**src/rtl/csa_accumulator_pkg.sv**
```systemverilog
// Shared types and default sizing for the carry-save frame accumulator.
package csa_acc_pkg;

  localparam int CSA_DEF_WIDTH = 8;
  localparam int CSA_DEF_ACC_W = 16;

  typedef enum logic [1:0] {
    CSA_IDLE    = 2'd0,
    CSA_ACCUM   = 2'd1,
    CSA_RESOLVE = 2'd2,
    CSA_OUTPUT  = 2'd3
  } csa_state_e;

endpackage

```
**src/rtl/csa_accumulator_if.sv**
```systemverilog
// Operand-in / result-out handshake bundle for csa_accumulator.
// out_ovf exists only when CSA_ACC_OVF_EN is defined.
interface csa_acc_if
  import csa_acc_pkg::*;
#(
  parameter int WIDTH = CSA_DEF_WIDTH,
  parameter int ACC_W = CSA_DEF_ACC_W
);
  logic             in_valid;
  logic             in_ready;
  logic [WIDTH-1:0] in_a;
  logic [WIDTH-1:0] in_b;
  logic             in_last;
  logic             out_valid;
  logic             out_ready;
  logic [ACC_W-1:0] out_result;
`ifdef CSA_ACC_OVF_EN
  logic             out_ovf;

  modport master (
    output in_valid, in_a, in_b, in_last, out_ready,
    input  in_ready, out_valid, out_result, out_ovf
  );

  modport slave (
    input  in_valid, in_a, in_b, in_last, out_ready,
    output in_ready, out_valid, out_result, out_ovf
  );
`else
  modport master (
    output in_valid, in_a, in_b, in_last, out_ready,
    input  in_ready, out_valid, out_result
  );

  modport slave (
    input  in_valid, in_a, in_b, in_last, out_ready,
    output in_ready, out_valid, out_result
  );
`endif
endinterface

```
**src/rtl/csa_accumulator_csa42_row.sv**
```systemverilog
// Row of N 4:2 compressor cells; each cell is two chained full adders and
// passes its first-stage carry sideways to the next cell (no ripple path).
module csa42_row #(
  parameter int N = 16
) (
  input  logic [N-1:0] s_i,
  input  logic [N-1:0] c_i,
  input  logic [N-1:0] a_i,
  input  logic [N-1:0] b_i,
  output logic [N-1:0] sum_o,
  output logic [N-1:0] carry_o,
  output logic         cout_o
);

  logic [N:0]   chain;
  logic [N-1:0] mid;

  assign chain[0] = 1'b0;

  for (genvar i = 0; i < N; i++) begin : g_cell
    full_adder u_fa_lo (
      .a  (s_i[i]),
      .b  (c_i[i]),
      .ci (a_i[i]),
      .s  (mid[i]),
      .co (chain[i+1])
    );

    full_adder u_fa_hi (
      .a  (mid[i]),
      .b  (b_i[i]),
      .ci (chain[i]),
      .s  (sum_o[i]),
      .co (carry_o[i])
    );
  end

  assign cout_o = chain[N];

endmodule

```
**src/rtl/full_adder.sv**
```systemverilog
// One-bit full adder, the leaf cell of the 4:2 compressor row.
module full_adder (
  input  logic a,
  input  logic b,
  input  logic ci,
  output logic s,
  output logic co
);

  assign s  = a ^ b ^ ci;
  assign co = (a & b) | (a & ci) | (b & ci);

endmodule

```
**src/rtl/csa_accumulator.sv**
```systemverilog
// Frame accumulator: beats are summed in carry-save form, then resolved to
// a binary result in one cycle. Optional overflow flag: CSA_ACC_OVF_EN.
module csa_accumulator
  import csa_acc_pkg::*;
#(
  parameter int WIDTH = CSA_DEF_WIDTH,
  parameter int ACC_W = CSA_DEF_ACC_W
) (
  input logic      clk,
  input logic      rst,
  csa_acc_if.slave bus
);

  localparam logic [1:0] ST_IDLE    = CSA_IDLE;
  localparam logic [1:0] ST_ACCUM   = CSA_ACCUM;
  localparam logic [1:0] ST_RESOLVE = CSA_RESOLVE;
  localparam logic [1:0] ST_OUTPUT  = CSA_OUTPUT;

  if (ACC_W < WIDTH + 1) begin : g_bad_width
    $error("csa_accumulator: ACC_W must be at least WIDTH+1");
  end

  logic [1:0]       state_q, state_d;
  logic [ACC_W-1:0] s_q, s_d;
  logic [ACC_W-1:0] c_q, c_d;
  logic [ACC_W-1:0] result_q, result_d;
  logic             out_valid_q, out_valid_d;
  logic             in_ready_q, in_ready_d;

  logic             accept;
  logic             out_fire;
  logic [ACC_W-1:0] row_s_in, row_c_in;
  logic [ACC_W-1:0] op_a, op_b;
  logic [ACC_W-1:0] row_sum, row_carry, row_c_next;
  logic             row_cout;

  assign accept   = bus.in_valid & in_ready_q;
  assign out_fire = out_valid_q & bus.out_ready;

  assign op_a = {{(ACC_W-WIDTH){1'b0}}, bus.in_a};
  assign op_b = {{(ACC_W-WIDTH){1'b0}}, bus.in_b};

  // A frame starting in IDLE sees a zero accumulator regardless of S/C contents.
  assign row_s_in = (state_q == ST_IDLE) ? {ACC_W{1'b0}} : s_q;
  assign row_c_in = (state_q == ST_IDLE) ? {ACC_W{1'b0}} : c_q;

  csa42_row #(.N(ACC_W)) u_row (
    .s_i     (row_s_in),
    .c_i     (row_c_in),
    .a_i     (op_a),
    .b_i     (op_b),
    .sum_o   (row_sum),
    .carry_o (row_carry),
    .cout_o  (row_cout)
  );

  assign row_c_next = {row_carry[ACC_W-2:0], 1'b0};

`ifdef CSA_ACC_OVF_EN
  logic [ACC_W:0] resolve_full;
  logic [ACC_W-1:0] resolve_sum;
  logic           ovf_q, ovf_d;
  logic           row_ovf;

  assign resolve_full = {1'b0, s_q} + {1'b0, c_q};
  assign resolve_sum  = resolve_full[ACC_W-1:0];
  assign row_ovf      = row_carry[ACC_W-1] | row_cout;

  // Sticky overflow: restarts with each frame, collects dropped carries.
  always_comb begin
    ovf_d = ovf_q;
    case (state_q)
      ST_IDLE: begin
        if (accept) begin
          ovf_d = row_ovf;
        end else begin
          ovf_d = ovf_q;
        end
      end
      ST_ACCUM: begin
        if (accept) begin
          ovf_d = ovf_q | row_ovf;
        end else begin
          ovf_d = ovf_q;
        end
      end
      ST_RESOLVE: ovf_d = ovf_q | resolve_full[ACC_W];
      ST_OUTPUT:  ovf_d = ovf_q;
      default:    ovf_d = 1'b0;
    endcase
  end

  // Overflow flag register.
  always_ff @(posedge clk or posedge rst) begin
    if (rst) begin
      ovf_q <= 1'b0;
    end else begin
      ovf_q <= ovf_d;
    end
  end

  assign bus.out_ovf = ovf_q;
`else
  logic [ACC_W-1:0] resolve_sum;
  logic             unused_msb_carries;

  assign resolve_sum        = s_q + c_q;
  assign unused_msb_carries = row_carry[ACC_W-1] | row_cout;
`endif

  // Frame FSM and carry-save datapath next-state.
  always_comb begin
    state_d  = state_q;
    s_d      = s_q;
    c_d      = c_q;
    result_d = result_q;
    case (state_q)
      ST_IDLE, ST_ACCUM: begin
        if (accept) begin
          s_d     = row_sum;
          c_d     = row_c_next;
          state_d = bus.in_last ? ST_RESOLVE : ST_ACCUM;
        end else begin
          state_d = state_q;
        end
      end
      ST_RESOLVE: begin
        result_d = resolve_sum;
        state_d  = ST_OUTPUT;
      end
      ST_OUTPUT: begin
        if (out_fire) begin
          state_d = ST_IDLE;
          s_d     = {ACC_W{1'b0}};
          c_d     = {ACC_W{1'b0}};
        end else begin
          state_d = ST_OUTPUT;
        end
      end
      default: begin
        state_d = ST_IDLE;
        s_d     = {ACC_W{1'b0}};
        c_d     = {ACC_W{1'b0}};
      end
    endcase
    out_valid_d = (state_d == ST_OUTPUT);
    in_ready_d  = (state_d == ST_IDLE) | (state_d == ST_ACCUM);
  end

  // State, accumulator and registered handshake outputs.
  always_ff @(posedge clk or posedge rst) begin
    if (rst) begin
      state_q     <= ST_IDLE;
      s_q         <= {ACC_W{1'b0}};
      c_q         <= {ACC_W{1'b0}};
      result_q    <= {ACC_W{1'b0}};
      out_valid_q <= 1'b0;
      in_ready_q  <= 1'b1;
    end else begin
      state_q     <= state_d;
      s_q         <= s_d;
      c_q         <= c_d;
      result_q    <= result_d;
      out_valid_q <= out_valid_d;
      in_ready_q  <= in_ready_d;
    end
  end

  assign bus.in_ready   = in_ready_q;
  assign bus.out_valid  = out_valid_q;
  assign bus.out_result = result_q;

endmodule

```
**src/flat_wrapper.sv**
```systemverilog
// flat-port wrapper written by rule: the top's interface ports become plain ports
module csa_accumulator_flat import csa_acc_pkg::*;
#(
  parameter int WIDTH = CSA_DEF_WIDTH,
  parameter int ACC_W = CSA_DEF_ACC_W
)
  (clk, rst, bus_in_valid, bus_in_a, bus_in_b, bus_in_last, bus_out_ready, bus_in_ready, bus_out_valid, bus_out_result);
  csa_acc_if #(.WIDTH(WIDTH), .ACC_W(ACC_W)) bus_i ();
  input logic clk;
  input logic rst;
  input wire logic [$bits(bus_i.in_valid)-1:0] bus_in_valid;
  input wire logic [$bits(bus_i.in_a)-1:0] bus_in_a;
  input wire logic [$bits(bus_i.in_b)-1:0] bus_in_b;
  input wire logic [$bits(bus_i.in_last)-1:0] bus_in_last;
  input wire logic [$bits(bus_i.out_ready)-1:0] bus_out_ready;
  output wire logic [$bits(bus_i.in_ready)-1:0] bus_in_ready;
  output wire logic [$bits(bus_i.out_valid)-1:0] bus_out_valid;
  output wire logic [$bits(bus_i.out_result)-1:0] bus_out_result;
  assign bus_i.in_valid = bus_in_valid;
  assign bus_i.in_a = bus_in_a;
  assign bus_i.in_b = bus_in_b;
  assign bus_i.in_last = bus_in_last;
  assign bus_i.out_ready = bus_out_ready;
  assign bus_in_ready = bus_i.in_ready;
  assign bus_out_valid = bus_i.out_valid;
  assign bus_out_result = bus_i.out_result;
  csa_accumulator #(.WIDTH(WIDTH), .ACC_W(ACC_W)) u_core (.clk(clk), .rst(rst), .bus(bus_i));
endmodule
```
**config.mk**
```make
export PLATFORM = sky130hd
export DESIGN_NAME = csa_accumulator_flat
export DESIGN_NICKNAME = d
export VERILOG_FILES = /design/src/rtl/csa_accumulator_pkg.sv /design/src/rtl/csa_accumulator_if.sv /design/src/rtl/csa_accumulator_csa42_row.sv /design/src/rtl/full_adder.sv /design/src/rtl/csa_accumulator.sv /design/src/flat_wrapper.sv
export SDC_FILE = /design/constraint.sdc
export NUM_CORES = 1
export LEC_CHECK = 0
export CORE_AREA = 2 2 110 112
export DETAILED_ROUTE_END_ITERATION = 8
export DIE_AREA = 0 0 112 114
export GPL_ROUTABILITY_DRIVEN = 0
export GPL_TIMING_DRIVEN = 1
export MAX_ROUTING_LAYER = met4
export SYNTH_ARGS = -nofsm -noshare
export SYNTH_HDL_FRONTEND = slang
export SYNTH_HIERARCHICAL = 1
export SYNTH_SLANG_ARGS = --single-unit
```
**constraint.sdc**
```tcl
create_clock -name clk -period 2.46 [get_ports clk]
set_clock_uncertainty 0.05 [all_clocks]
set_input_delay 0.246 -clock clk [delete_from_list [all_inputs] [get_ports clk]]
set_output_delay 0.246 -clock clk [all_outputs]
set_load 0.005 [all_outputs]
```
* Word level (Yosys, flattened, before mapping)
Cells that the tools add are included.
** Word-level totals
- ROM bits :: 0
- Latch bits :: 0
- Flip-flop bits (word level) :: 52
- Output and inout bits :: 18
- Input bits :: 21
- Memories :: 0
- Memory bits (writable) :: 0
** Cells by class
- Eq/ne operators :: 7
- Add/sub/neg operators :: 1
- Multipliers :: 0
- Bitwise gates (word level) :: 140
- Reduce and logical (&&, ||, !) cells :: 5
- Multiplexer cells :: 11
- Shifts and indexed selects :: 0
- Order comparisons :: 0
- Div/mod/pow operators :: 0
** Operators by type and width (number)
- 16-bit two-way mux :: 5
- 16-bit one-hot mux with 2 select lines :: 2
- 1-bit bitwise AND :: 62
- 1-bit XOR :: 47
- 1-bit bitwise OR :: 31
- 16-bit adder :: 1
- 2-bit == test, second input constant :: 3
- 2-bit two-way mux :: 3
- 2-bit one-hot mux with 3 select lines :: 1
- 2-bit by 1-bit == test with 1-bit output, second input constant :: 2
- 2-bit logical NOT :: 2
- 2-bit by 1-bit inequality test with 1-bit output, second input constant :: 2
- 3-bit AND reduction :: 1
- 2-bit nonzero test :: 1
- 2-bit OR reduction :: 1

* Longest topological paths before layout
- Depth after elaboration :: 10
- Gate-level depth with buffers :: 7

* By module
The synthesis kept the hierarchy.
** By module, submodules not included
- csa_accumulator :: times used 1, area an instance 2775.2 µm², cells an instance 275, sequential area each 1277.5 µm²
- full_adder :: times used 32, area an instance 20.0 µm², cells an instance 1, sequential area each 0.0 µm²
- csa42_row :: times used 1, area an instance 3.8 µm², cells an instance 1, sequential area each 0.0 µm²

* Least setup slack after synthesis
OpenSTA, ideal clock, no wires.
- Kind :: register to register
- Start :: reg u_core.state_q[1]
- End :: reg u_core.s_q[1]
- Data required time :: 2.288 ns
- Library setup time :: 0.122 ns
- Data arrival time :: 2.187 ns
- Path buffers :: 1
- Cell stages (with the launch flop) :: 7
- Setup slack :: 0.102 ns
- Path through :: dfrtp_1 > nor2_1 > clkbuf_1 > nor2b_1 > fa_1 > fa_1 > a32o_1
** On the way
- Longest elaborated chain between the ends :: 8
** RTL lines
- start: declaration :: RTL line csa_accumulator.sv:23 : logic [1:0] state_q, state_d;
- start signal: assignment :: RTL line csa_accumulator.sv:160 : state_q <= state_d;
- 2-bit logical NOT :: RTL line csa_accumulator.sv:44 : assign row_s_in = (state_q == ST_IDLE) ? {ACC_W{1'b0}} : s_q;
- 16-bit two-way mux :: RTL line csa_accumulator.sv:44
- via u_core.row_s_in[1] :: RTL line csa_accumulator.sv:32 : logic [ACC_W-1:0] row_s_in, row_c_in;
- 1-bit XOR (2 in series) :: RTL line full_adder.sv:10 : assign s = a ^ b ^ ci;
- via u_core.u_row.mid[1] :: RTL line csa_accumulator_csa42_row.sv:16 : logic [N-1:0] mid;
- 1-bit XOR (2 in series) :: RTL line full_adder.sv:10
- via u_core.row_sum[1] :: RTL line csa_accumulator.sv:34 : logic [ACC_W-1:0] row_sum, row_carry, row_c_next;
- 16-bit two-way mux :: RTL line csa_accumulator.sv:119 : if (accept) begin
- 16-bit one-hot mux with 2 select lines :: RTL line csa_accumulator.sv:117 : case (state_q)
- end signal: assignment :: RTL line csa_accumulator.sv:154 : s_q <= {ACC_W{1'b0}};
- end: declaration :: RTL line csa_accumulator.sv:24 : logic [ACC_W-1:0] s_q, s_d;
The timed path passes the listed nets, and every way through them passes these cells. The select of a mux whose other input is x is not followed.
A chain may end at the register's enable or synchronous reset.

* Final worst setup path
- Start :: reg u_core.state_q[1]
- End :: reg u_core.s_q[15]
** On the way
- Longest elaborated chain between the ends :: 6
** RTL lines (RTL line)
- 2-bit logical NOT :: csa_accumulator.sv:44
- 16-bit two-way mux :: csa_accumulator.sv:44
- via u_core.row_s_in[15] :: csa_accumulator.sv:32
- 1-bit XOR :: full_adder.sv:10
- via u_core.u_row.mid[15] :: csa_accumulator_csa42_row.sv:16
- 1-bit XOR :: full_adder.sv:10
- via u_core.row_sum[15] :: csa_accumulator.sv:34
- 16-bit two-way mux :: csa_accumulator.sv:119
- 16-bit one-hot mux with 2 select lines :: csa_accumulator.sv:117
The timed path passes the listed nets, and every way through them passes these cells. The select of a mux whose other input is x is not followed.

==> summary.txt <==
Outcome
  • Status: finished, final reports clean

Global routing
  • GRT Resource Usage Total: 0.126
  • Largest net degree at the start of global routing: 32
  • Vias in the first global route: roughly 2500
  • Remaining Overflow, GRT: 0
  • Initial antenna violation count: 0
  • Global-route wire length before repair: 12800 µm

Power
  • PwrDens: roughly 1300 mW/mm²
  • Maximum VDD drop: 0.514 mV
  • Lkg Pwr: 1.82 nW
  • Total power: 0.00558 W

Final layout
  • Final instance area: between 0.004 and 0.005 mm²
  • Register area: 0.00128 mm²
  • Share of cells above drive strength 1: 0.0615
  • Non-Filler Instances: 505
  • Multi-input logic area: 0.00211 mm²
  • # fillers: 1167
  • Final nets: 425
  • Area Overhead vs Synth: 23.5%
  • Number of diodes: 0

Synthesis
  • Count leader, synth: dfrtp_1
  • Most used DFF post-synth: dfrtp_1
  • #FFs+latches synth: 51
  • Top cell type's share of synthesized area: 0.366
  • Dominant cells by area after synthesis: dfrtp_1 37%, fa_1 19%, a32o_1 9.1%, nor2b_1 5.9%, ha_1 5.1%
  • Asr flop ratio synth: 1.00
  • Post-synth EDFFs: 0
  • Register area share after synthesis: 0.374
  • Post-synth top area cell: dfrtp_1
  • Mapped Area: 0.00342 mm²
  • Synth warnings: 6
  • Syn Inst Count: just over 300
  • Synth cell count leaders: 50 x dfrtp_1, 35 x nand2_1, 33 x fa_1
  • Syn avg cell area: 11.1 µm²
  • Post-synth cell types: 44

Worst setup path
  • Worst R2R End: u_core/s_q[15]
  • R2r setup slk: approximately 0.12 ns
  • Worst r2r src: u_core/state_q[1]
  • Crit Path Max Fanout: 31
  • Crit start category: flip-flop
  • Critical path's slowest cell: fa_1
  • Worst path max stage delay: 0.51 ns
  • Setup crit end kind: flip-flop
  • CP Class: flip-flop to flip-flop
  • WP buf/inv: 1
  • CP dominant cell by count: fa_1
  • Cells on worst reg2reg path: 6
  • Crit path DAT: 2.47 ns
  • Cell family with most CP delay: adder cells
  • Crit path required time: ~2.6 ns
  • Crit path cell chain: nor2_2 -> buf_12 -> nor2b_1 -> fa_1 -> fa_1 -> a32o_1

Drt
  • DR DRC count: 0
  • DRT met1 WL: 3610 µm
  • Antenna viol nets, final: 0
  • Via count: around 2500
  • Pre-antenna DRT Iters: 5
  • Final WL: 7340 µm
  • Met3 wire len: 290 µm
  • Vias/cell: 4.87
  • Iter 0 DRT Violations: 132
  • Top sig layer: met4
  • Post-DR wirelength/cell: around 15 µm
  • Met2 WL: 3360 µm

Floorplanning
  • Initial Util: 0.292
  • Std-Cell Rows: 40
  • Area of the die: 0.0128 mm²
  • Die width: 112 µm
  • I/O pin count: 39
  • Core area: between 0.01 and 0.015 mm²
  • Die Span Y: 114 µm

Placement
  • I/O Buffers: 38
  • DP Worst Slack: a little over 0.06 ns
  • Post-detail-place hpwl: 5470 µm
  • Dpl cell area: 0.00404 mm²
  • Dpl cells: 496

Clocking
  • Clk_lat worst skew: 0.29 ns
  • Worst-case clock buffer depth: 2
  • Hold buffer count at cts: 0
  • Clock sink total: 51
  • Reg clk slew, reported paths: about 0.07 ns
  • TritonCTS clock tree: done
  • H-Tree Depth: 2
  • Clock root buffer: clkbuf_16
  • CTS Buf Count: 5

Hold path
  • Hold Path Class: input port to async pin

STA
  • Crit share post-route: 0.951
  • Unrepaired setup endpoints after global routing: no
  • Final Hold Viols: 0
  • Final Critical Period: 2.34 ns
  • Setup TNS: 0 ns
  • Final setup fails: 0
  • Fmax: 0.427 GHz
  • Slew @ Worst Pin: 0.562 ns
  • Worst rel slew slack: 0.625
  • Max-slew violations: 0
  • Final setup margin: 0.120 ns

Run
  • Max Cap Viol: 0
cell type report:
type	count	share of cell area
inverters	6	0.00533
repair buffers	46	0.110
clock buffers	7	0.0314
multi-input cells	247	0.500
well taps	147	0.0435
clock inverters	1	0.00711
flip-flops and latches	51	0.302
report_power, final:
group	total [W]	switching (W)	internal [W]
clock	0.000773	0.000292	0.000481
combinational	0.00332	0.00175	0.00157
sequential	0.00149	0.000271	0.00122
total	0.00558	0.00231	0.00327
registers in the layout, indices dropped and copies added (netlist names):
name                   flops
u_core/bus.in_ready        1
u_core/s_q                16
u_core/state_q             2
u_core/bus.out_valid       1
u_core/c_q                15
u_core/bus.out_result     16
per-layer routing:
metal	up-vias	global-route usage
met4	0	0.0285
met1	1220	0.183
li1	1186	-
met5	-	-
met3	8	0.0266
met2	46	0.183
per-stage QoR:
stage	hold WS (ns)	utilization
after global routing	0.352	0.361
after global placement	0.414	0.345
final	0.291	0.361
after floorplan	0.382	-
after CTS	0.323	0.359
after detailed placement	0.421	0.345
placed cells by master (no fill, tap or decap), drive strengths merged, types with 8 or more instances in the layout:
cell / Yosys / final
dfrtp: 50 / 50
conb: 2 / 18
buf: 4 / 8
nor2: 9 / 9
a21oi: 8 / 8
a32o: 31 / 31
ha: 14 / 14
fa: 33 / 33
clkdlybuf4s50: 0 / 38
nand3: 9 / 9
o21ai: 15 / 15
nor2b: 32 / 32
nand2: 35 / 35
repair_timing:
action	CTS	global route
setup endpoints to repair	0	4
buffers inserted	0	1
gates resized for setup	0	1
worst max-delay path by stage:
stage / from / depth (start not counted) / slack [ns] / to
2_1_floorplan: u_core/state_q[1] / 6 / 0.10 / u_core/s_q[1]
4_1_cts: u_core/s_q[1] / 7 / 0.04 / u_core/bus.out_result[15]
3_3_place_gp: u_core/s_q[1] / 7 / 0.11 / u_core/bus.out_result[15]
6_report: u_core/state_q[1] / 6 / 0.12 / u_core/s_q[15]
5_1_grt: u_core/state_q[1] / 6 / 0.01 / u_core/s_q[10]
3_5_place_dp: u_core/s_q[1] / 7 / 0.06 / u_core/bus.out_result[15]
cell families after synthesis:
family	after synthesis	synth area share
compound gates	74	0.179
xor+xnor	8	0.0205
fa+ha+maj	47	0.244
buf+inv	26	0.0315
flops	51	0.374
mux	1	0.00293
other cells	2	0.00220
simple gates	99	0.146
Note: power is estimated with default switching activity, not from simulation.
